`src/rtl/ldpc_llr_loader.sv`:
```
// LDPC decoder front end: maps the QBER estimate to a channel LLR magnitude and
// writes one signed initial LLR per received key bit into the decoder LLR memory.
module ldpc_llr_loader #(
  parameter int N        = 1023,
  parameter int WIDTH    = 16,
  parameter int QW       = 16,
  parameter int QIDX     = 8,
  parameter int AW       = $clog2(N),
  parameter bit USE_RAMP = 1'b1,
  parameter logic [(2**QIDX)*(WIDTH-1)-1:0] LUT_INIT = '0
) (
  input  logic             clk,
  input  logic             rst,
  input  logic             i_start,
  input  logic [QW-1:0]    i_qber,
  input  logic             i_bit_in,
  input  logic             i_bit_valid,
  output logic             o_bit_ready,
  output logic             o_llr_we,
  output logic [AW-1:0]    o_llr_addr,
  output logic [WIDTH-1:0] o_llr_data,
  output logic             o_busy,
  output logic             o_done
);

  localparam int MW      = WIDTH - 1;
  localparam int ENTRIES = 2**QIDX;
  localparam int TW      = ENTRIES * MW;

  localparam logic [1:0] S_IDLE   = 2'd0;
  localparam logic [1:0] S_LOOKUP = 2'd1;
  localparam logic [1:0] S_LOAD   = 2'd2;
  localparam logic [1:0] S_DONE   = 2'd3;

  localparam logic [AW-1:0] LAST_ADDR = AW'(N - 1);

  // Fallback table: magnitude falls linearly from full scale at QBER=0 to zero at QBER=0.5.
  function automatic logic [TW-1:0] build_ramp();
    logic [TW-1:0] v;
    longint half;
    longint maxm;
    v    = '0;
    half = longint'(ENTRIES / 2);
    maxm = (longint'(1) << MW) - 1;
    for (int i = 0; i < ENTRIES; i++) begin
      if (longint'(i) < half)
        v[i*MW +: MW] = MW'(((half - longint'(i)) * maxm) / half);
    end
    return v;
  endfunction

  localparam logic [TW-1:0] LUT_TAB = USE_RAMP ? build_ramp() : LUT_INIT;

  logic [MW-1:0] w_lut [ENTRIES];

  genvar gi;
  generate
    for (gi = 0; gi < ENTRIES; gi++) begin : g_lut
      assign w_lut[gi] = LUT_TAB[gi*MW +: MW];
    end
    if (QW > QIDX) begin : g_qlsb
      logic w_unused_qber;
      assign w_unused_qber = ^i_qber[QW-QIDX-1:0];
    end
  endgenerate

  logic [1:0]       r_state;
  logic [QIDX-1:0]  r_idx;
  logic [MW-1:0]    r_mag;
  logic [AW-1:0]    r_count;
  logic             r_we;
  logic [AW-1:0]    r_addr;
  logic [WIDTH-1:0] r_data;
  logic             r_done;

  logic             w_ready;
  logic             w_xfer;
  logic [WIDTH-1:0] w_pos;
  logic [WIDTH-1:0] w_neg;

  // Ready is a pure state decode so the bit source sees no combinational loop.
  assign w_ready = (r_state == S_LOAD);
  assign w_xfer  = w_ready & i_bit_valid;
  assign w_pos   = {1'b0, r_mag};
  assign w_neg   = WIDTH'(0) - w_pos;

  always_ff @(posedge clk) begin
    if (rst) begin
      r_state <= S_IDLE;
      r_idx   <= '0;
      r_mag   <= '0;
      r_count <= '0;
      r_we    <= 1'b0;
      r_addr  <= '0;
      r_data  <= '0;
      r_done  <= 1'b0;
    end else begin
      r_we   <= 1'b0;
      r_done <= 1'b0;
      case (r_state)
        S_IDLE: begin
          if (i_start) begin
            r_idx   <= i_qber[QW-1 -: QIDX];
            r_count <= '0;
            r_state <= S_LOOKUP;
          end
        end
        S_LOOKUP: begin
          r_mag   <= w_lut[r_idx];
          r_state <= S_LOAD;
        end
        S_LOAD: begin
          if (w_xfer) begin
            r_we    <= 1'b1;
            r_addr  <= r_count;
            r_data  <= i_bit_in ? w_neg : w_pos;
            r_count <= r_count + AW'(1);
            // The final write and done land together in the DONE cycle.
            if (r_count == LAST_ADDR) begin
              r_done  <= 1'b1;
              r_state <= S_DONE;
            end
          end
        end
        S_DONE: begin
          r_state <= S_IDLE;
        end
        default: begin
          r_state <= S_IDLE;
        end
      endcase
    end
  end

  assign o_bit_ready = w_ready;
  assign o_llr_we    = r_we;
  assign o_llr_addr  = r_addr;
  assign o_llr_data  = r_data;
  assign o_busy      = (r_state != S_IDLE);
  assign o_done      = r_done;

endmodule
```
`config.mk`:
```
export PLATFORM = sky130hd
export DESIGN_NAME = ldpc_llr_loader
export DESIGN_NICKNAME = d
export VERILOG_FILES = /design/src/rtl/ldpc_llr_loader.sv
export SDC_FILE = /design/constraint.sdc
export NUM_CORES = 1
export LEC_CHECK = 0
export ABC_CLOCK_PERIOD_IN_PS = 2920
export BUFFER_PORTS_ARGS = -buffer_cell sky130_fd_sc_hd__buf_2
export CAP_MARGIN = 30
export CORE_MARGIN = 1
export CORE_UTILIZATION = 50
export DETAILED_ROUTE_END_ITERATION = 7
export PLACE_DENSITY = 0.75
export SYNTH_ARGS = -nofsm -noshare
export SYNTH_HDL_FRONTEND = slang
export SYNTH_SLANG_ARGS = --single-unit
```
`constraint.sdc`:
```
create_clock -name clk -period 2.92 [get_ports clk]
set_clock_uncertainty 0.1 [all_clocks]
set_input_delay 0.146 -clock clk [delete_from_list [all_inputs] [get_ports clk]]
set_output_delay 0.146 -clock clk [all_outputs]
set_load 0.01 [all_outputs]
```
Word level (Yosys, flattened, before mapping):

Memories as Yosys holds them, arrays and structs flattened. A register that Yosys moved wholly into a read port is not among the register bits.
Cells that the tools add are included.

* $add $sub $neg: 2
* equal/unequal tests: 7
* muxes and demuxes: 10
* bitwise gates (word level): 4
* reduce and logical (&&, ||, !) cells: 9

Operators with widths (count)
* $mux W10: 2
* $pmux W10 S2: 1
* $mux W16: 1
* $sub A1 B15 Y16 const A: 1
* $add A10 B1 Y10 const B: 1
* $eq A10 B10 Y1 const B: 1
* $not A8 Y9: 1
* $pmux W2 S4: 1
* $mux W2: 3
* $reduce_and A3 Y1: 2
* $eq A2 B2 Y1 const B: 2
* $ne A2 B1 Y1 const B: 2
* $reduce_and A2 Y1: 2
* $reduce_bool A2 Y1: 2
* $reduce_or A3 Y1: 1
* $eq A2 B1 Y1 const B: 1
* $logic_not A2 Y1: 1
* $mux W1: 2
* $ne A2 B2 Y1 const B: 1
* $not A1 Y1: 2
* $reduce_or A2 Y1: 1
* $and A1 B1 Y1: 1

* flip-flop bits (word level): 48
* ROM bits: 3840
* word-level logic and storage cells: 40
* memories kept: 1

Memory list
* (no name shown): words 256, width 15, rd ports 1, clocked after Yosys merged registers in 1, write ports 0, line 109 `r_mag <= w_lut[r_idx];`

Longest topological paths before layout:

Gate-level depths: netlist of run 1.

* depth after elaboration: 4
* gate-level depth with buffers: 8
* gate-level depth less buffers: 6

Least setup slack after synthesis of run 1:

OpenSTA, ideal clock, no wires.

* kind: register to register
* start point: register r_state[0]
* end point: register r_count[9]
* setup time: 0.071 ns
* data arrival time: 1.615 ns
* slack: 1.134 ns
* stages on the path, launching flop included: 8
* path buffers: 1
* clock period less this slack: 1.786 ns
* cell sequence: dfxtp_1 -> inv_1 -> ha_1 -> buf_2 -> mux2_2 -> nand3_1 -> or4_1 -> a21oi_1

* longest elaborated chain between the ends: 4
* elaborated cells between the ends (all ways): 8

Ends and longest elaborated chain
* start: declaration: line 67 `logic [1:0] r_state;`
* start signal: assignment: line 89 `r_state <= S_IDLE;`
* start signal: assignment: line 105 `r_state <= S_LOOKUP;`
* start signal: assignment: line 110 `r_state <= S_LOAD;`
* $eq A2 B2 Y1 (*): line 82 `assign w_ready = (r_state == S_LOAD);`
* via o_bit_ready: line 18 `output logic o_bit_ready,`
* $and A1 B1 Y1: line 83 `assign w_xfer = w_ready & i_bit_valid;`
* $ne A2 B1 Y1 (no line)
* $reduce_and A3 Y1 (no line)
* end signal: assignment: line 117 `r_count <= r_count + AW'(1);`
* end: declaration: line 70 `logic [AW-1:0] r_count;`

The timed path passes the listed nets; every way through them passes the cells marked *.
A chain may end at the register's enable or synchronous reset.

Worst setup path in the final report of run 1:

* start point: register r_state[0]
* end point: register r_count[6]

* longest elaborated chain between the ends: 4
* elaborated cells between the ends (all ways): 8

Ends and longest elaborated chain (line)
* $eq A2 B2 Y1: 82, 100
* $and A1 B1 Y1: 83
* $ne A2 B1 Y1 (no line)
* $reduce_and A3 Y1 (no line)

Several ways; a longest one is shown, not always the timed one.

==> results of run 1 <==
==> cell families (layout without fill, tap and decap cells) <==
logic type	Yosys count	in the layout	share of synthesized area [%]
and+or+nand+nor	108	108	22.9
xor gates and xnor gates	8	8	3.22
adders and majority gates	7	7	4.03
buffers and inverters	30	67	6.45
muxes	3	3	1.44
DFF	50	50	46.1
AOI/OAI and AO/OA	61	61	15.9
==> through the flow <==
stage | std cells | hold slack, ps | area [um^2]
detailed placement | 342 | 305 | 2360
global placement | 342 | 305 | 2360
finish | 354 | 7.42 | 2510
floorplan | 267 | 193 | 2170
CTS | 354 | 4.86 | 2510
global route | 354 | 8.81 | 2510
==> repair_timing <==
| action | CTS | global route |
|---|---|---|
| resized for setup | 0 | 0 |
| endpoints found under the hold margin | 4 | 0 |
| hold buffers | 4 | 0 |
| setup endpoints to repair | 0 | 0 |
==> worst paths after layout <==
path / startpoint / depth (start not counted) / to / slack (ps)
setup / recovery: r_state[0]$_SDFFE_PP0P_ / 5 / r_count[6]$_SDFFE_PP0P_ / 830
hold / removal: i_qber[14] / 3 / r_idx[6]$_SDFFE_PP0P_ / 7
setup reg to reg: r_state[0]$_SDFFE_PP0P_ / 5 / r_count[6]$_SDFFE_PP0P_ / 830
hold reg to reg: o_llr_addr[4]$_SDFFE_PP0N_ / 2 / o_llr_addr[4]$_SDFFE_PP0N_ / 350
==> critical path, stage by stage, from the launching register on <==
cell	delay, ps
dfxtp_1	340
inv_1	110
ha_1	420
nand2_1	290
o21bai_1	600
nor2_1	100
==> metal layers <==
metal  global-route usage, %  routed length (um)  up-vias
li1                        -                   -      976
met1                    27.6                2240      818
met5                       0                   0        -
met4                    7.55                  53        0
met2                    30.1                1790       53
met3                    5.33                 214        5
==> sequential cells by signal, indices dropped and copies added, names as in the netlist <==
| name | count |
|---|---|
| r_idx | 8 |
| o_llr_we | 1 |
| o_llr_addr | 10 |
| o_llr_data | 10 |
| r_count | 10 |
| o_done | 1 |
| r_mag | 8 |
| r_state | 2 |
==> synth_stat cells <==
cell / n
or3_1: 5
xor2_1: 4
and4_4: 1
or4_1: 1
buf_2: 4
nor4_1: 2
a31oi_1: 3
o311ai_0: 1
mux2_2: 1
nand2_1: 39
dfxtp_1: 50
o32ai_1: 1
o21ai_0: 8
nand3_4: 1
mux2i_1: 2
inv_1: 11
clkbuf_1: 9
a211oi_1: 6
nand4_1: 2
nor2_1: 30
o21bai_1: 1
nand2b_1: 5
nand3_1: 13
o31ai_1: 2
xnor2_1: 4
nor2b_1: 2
a311oi_1: 1
buf_4: 6
ha_1: 7
a21oi_1: 37
o21a_1: 1
and2_1: 2
nor3_1: 5
==> cell type report <==
cell class	count	share of cell area, %
clock buffers	5	2.74
repair buffers	48	10.6
inverters	11	1.64
multi-input cells	187	41.1
clock inverters	3	1.59
flip-flops and latches	50	39.9
well taps	50	2.49
==> where the power goes <==
group          internal [mW]  switching (mW)  total (mW)
Clock                  0.252           0.228       0.480
Sequential             0.779          0.0878       0.867
Combinational          0.231           0.329       0.560
Total                   1.26           0.645        1.91
==> results.ini, run 1 <==
[clock_network]
cts_tree = yes
numClockSinks = 50
postCtsSetupBuffers = 0
htreeDepth = 2
numCtsBuffers = 5
clock_latency_ps = 300
cts_root_buffer = clkbuf_8
clk_pin_slew_worst_paths_ps = 90
cts_buffer_depth = 2

[layout]
syn2layout_area_growth_pct = 15.5
layout.nets = 331
layout_commonest_cell = dfxtp_1
nFillCells = 398
multi_input_area_mm2 = 0.00103
diodes = 0
drive_gt1_share_pct = 18.1
mostFrequentLayoutCells = dfxtp_1, buf_2, nand2_1
final_util_pct = 61.5
register_area_mm2 = 0.00100

[power_and_ir_drop]
leakage_nw = 1.02
finalPower_mw = 1.91
ir_drop_v = 0.000361
p_per_area_mw_per_mm2 = 759

[floorplan]
dieArea_mm2 = 0.00461
ios = 51
die_w_um = 67.9
core_mm2 = 0.00409
die_y_um = 67.9
start_util_pct = 53.2
rows = 23

[timing]
tightest_slew_ps = 648
setup_ws_ps = 831
hold_viol = 0
drv_slew = 0
slew-limit-headroom_pct = 56.7
rsz0062_at_grt = no
setup_viol = 0
period_share_pct = 71.6
fmax_mhz = 479
fin_crit_ps = 2090
setup_tns_ps = 0

[worst_setup_path]
path_class = reg2reg
crit_path_max_fanout = 14
critical_path.endpoint_type = register
crit_required_ps = 3000
critical_path_arrival_ps = 2160
critPathLaunchType = register

[place]
routabilityCongestion = 0.772
post-dp-hpwl_um = 2920
place_ws_ps = 831
port_buffers = 42

[drt]
routedWlPerCell_um = 12.1
wirelength_um = 4300
first_iter_violations = 109
first_pass_iters = 4
antenna_left = 0
drc = 0
dr_total_vias = 1852
via_per_inst = 5.23

[yosys]
syn_area_mm2 = 0.00217
ys_seq_elements = 50
ys_warn_count = 0
synth.yosys.seq_area_share_pct = 46.1
synthCells = 267
syn_avg_cell_area_um2 = 8.14
synth_top_cell_by_area = dfxtp_1
synth_top_area_share_pct = 46.1
synth.area.top_cells = dfxtp_1, a21oi_1, nand2_1
syn_nets = 295
synth_cell_types = 33

[run_status]
outcome = finished clean

[job]
drv_cap = 0

[global_routing]
grt_pass1_vias = 1573
grt_max_degree = 27
grt_pass1_wl_um = 7070
grt_antenna_before_repair = 0
grt_overflow = 0
grt_util_all_layers_pct = 20.2

[worst_hold_path]
hp-class = in2reg

No activity file was read; power rests on OpenSTA's default activity.
==> inputs of run 2 (changes only) <==
ABC_CLOCK_PERIOD_IN_PS = 2200   (was 2920)
clock period = 2.2 ns   (was 2.92 ns; I/O delays follow)
==> results.ini, run 2 (same netlist as run 1, synthesis figures left out) <==
[place]
placed_cell_area_mm2 = 0.00238
post-dp-hpwl_um = 2940
port_buffers = 42
routabilityCongestion = 0.773

[worst_setup_path]
critical_path_arrival_ps = 2120
crit_buf_inv = 1
crit_required_ps = 2330
path_class = reg2reg
rrSetupSlack_ps = 210
slowest_stage = or4_1
crit_family = simple AND/OR/NAND/NOR gates
crit_path_max_fanout = 11
slowest_delay_ps = 430
crit_chain = inv_1 -> ha_1 -> mux2_2 -> nand3_1 -> or4_1 -> a21oi_1
critical_path.endpoint_type = register
critPathLaunchType = register

[power_and_ir_drop]
ir_drop_v = 0.000487
leakage_nw = 1.05
p_per_area_mw_per_mm2 = 992

[timing]
setup_tns_ps = 0
slew-limit-headroom_pct = 66.3
fin_crit_ps = 1990
hold_slack_ps = 39.8
rsz0062_at_grt = no
setup_viol = 0
fmax_mhz = 503
hold_viol = 0
period_share_pct = 90.3
tightest_slew_ps = 504
drv_slew = 0

[global_routing]
grt_max_degree = 36
grt_overflow = 0
grt_antenna_before_repair = 0
grt_pass1_wl_um = 7430
grt_util_all_layers_pct = 21.2
grt_pass1_vias = 1680

[floorplan]
core_mm2 = 0.00409
die_w_um = 67.9
ios = 51
die_y_um = 67.9
rows = 23
dieArea_mm2 = 0.00461
start_util_pct = 53.2

[layout]
postLayoutCellArea_mm2 = 0.00258
final_util_pct = 63.2
drive_gt1_share_pct = 17.9
layout.nets = 339
multi_input_area_mm2 = 0.00103
mostFrequentLayoutCells = dfxtp_1, buf_2, nand2_1
layout_commonest_cell = dfxtp_1
syn2layout_area_growth_pct = 18.8
diodes = 0
nFillCells = 375
register_area_mm2 = 0.00100

[clock_network]
cts-resized-gates = 0
clock_latency_ps = 290
cts_tree = yes
clk_pin_slew_worst_paths_ps = 90
holdBufCountCts = 9
htreeDepth = 2
numClockSinks = 50
cts_root_buffer = clkbuf_8
numCtsBuffers = 5
postCtsSetupBuffers = 0
cts_buffer_depth = 2

[job]
drv_cap = 0

[run_status]
outcome = finished clean

[drt]
drc = 0
routedWlPerCell_um = 11.8
wirelength_um = 4280
first_iter_violations = 119
first_pass_iters = 4
via_per_inst = 5.14
antenna_left = 0
dr_total_vias = 1862

[worst_hold_path]
hp-class = in2reg

-- run 2: changes by cell type in the layout (fill, tap and decap cells not counted) --
cell / change
buf_4: +3
clkinv_2: -2
dlygate4sd3_1: +5
clkbuf_1: +2
-- run 2: routing by layer --
layer  track usage, %  part of all wire [%]
met5                0                     0
met4             5.73                  0.79
met3             4.50                   4.1
met2             34.9                    44
met1             27.8                    51
-- run 2: metrics by stage --
step / setup slack [ps] / cells / total power, mW
detailed placement: 241 / 345 / 1.94
floorplan: 414 / 267 / 1.73
global route: 86.8 / 362 / 2.76
global placement: 313 / 345 / 1.91
CTS: 220 / 362 / 2.58
finish: 212 / 362 / 2.56
-- run 2: final cells by class --
type | instances | area share, %
well taps | 50 | 2.42
multi-input cells | 187 | 40.0
flip-flops and latches | 50 | 38.8
inverters | 11 | 1.60
repair buffers | 56 | 13.1
clock buffers | 7 | 2.96
clock inverters | 1 | 1.16
-- run 2: worst min-delay path, cell delays in order --
cell and delay [ps]:
buf_2 130, o311ai_0 90, a21oi_1 70
-- run 2: report_power, final --
group,total (mW),internal (mW),switching [mW]
clock,0.621,0.340,0.281
sequential,1.15,1.03,0.117
combinational,0.787,0.333,0.454
total,2.56,1.71,0.852
-- run 2: path summary, 6_finish.rpt --
check,start,cells after the start,end
hold / removal,i_bit_in,3,o_llr_data[15]$_SDFFE_PP0N_
setup / recovery,r_state[0]$_SDFFE_PP0P_,6,r_count[9]$_SDFFE_PP0P_
setup reg to reg,r_state[0]$_SDFFE_PP0P_,6,r_count[9]$_SDFFE_PP0P_
hold reg to reg,o_llr_addr[4]$_SDFFE_PP0N_,2,o_llr_addr[4]$_SDFFE_PP0N_
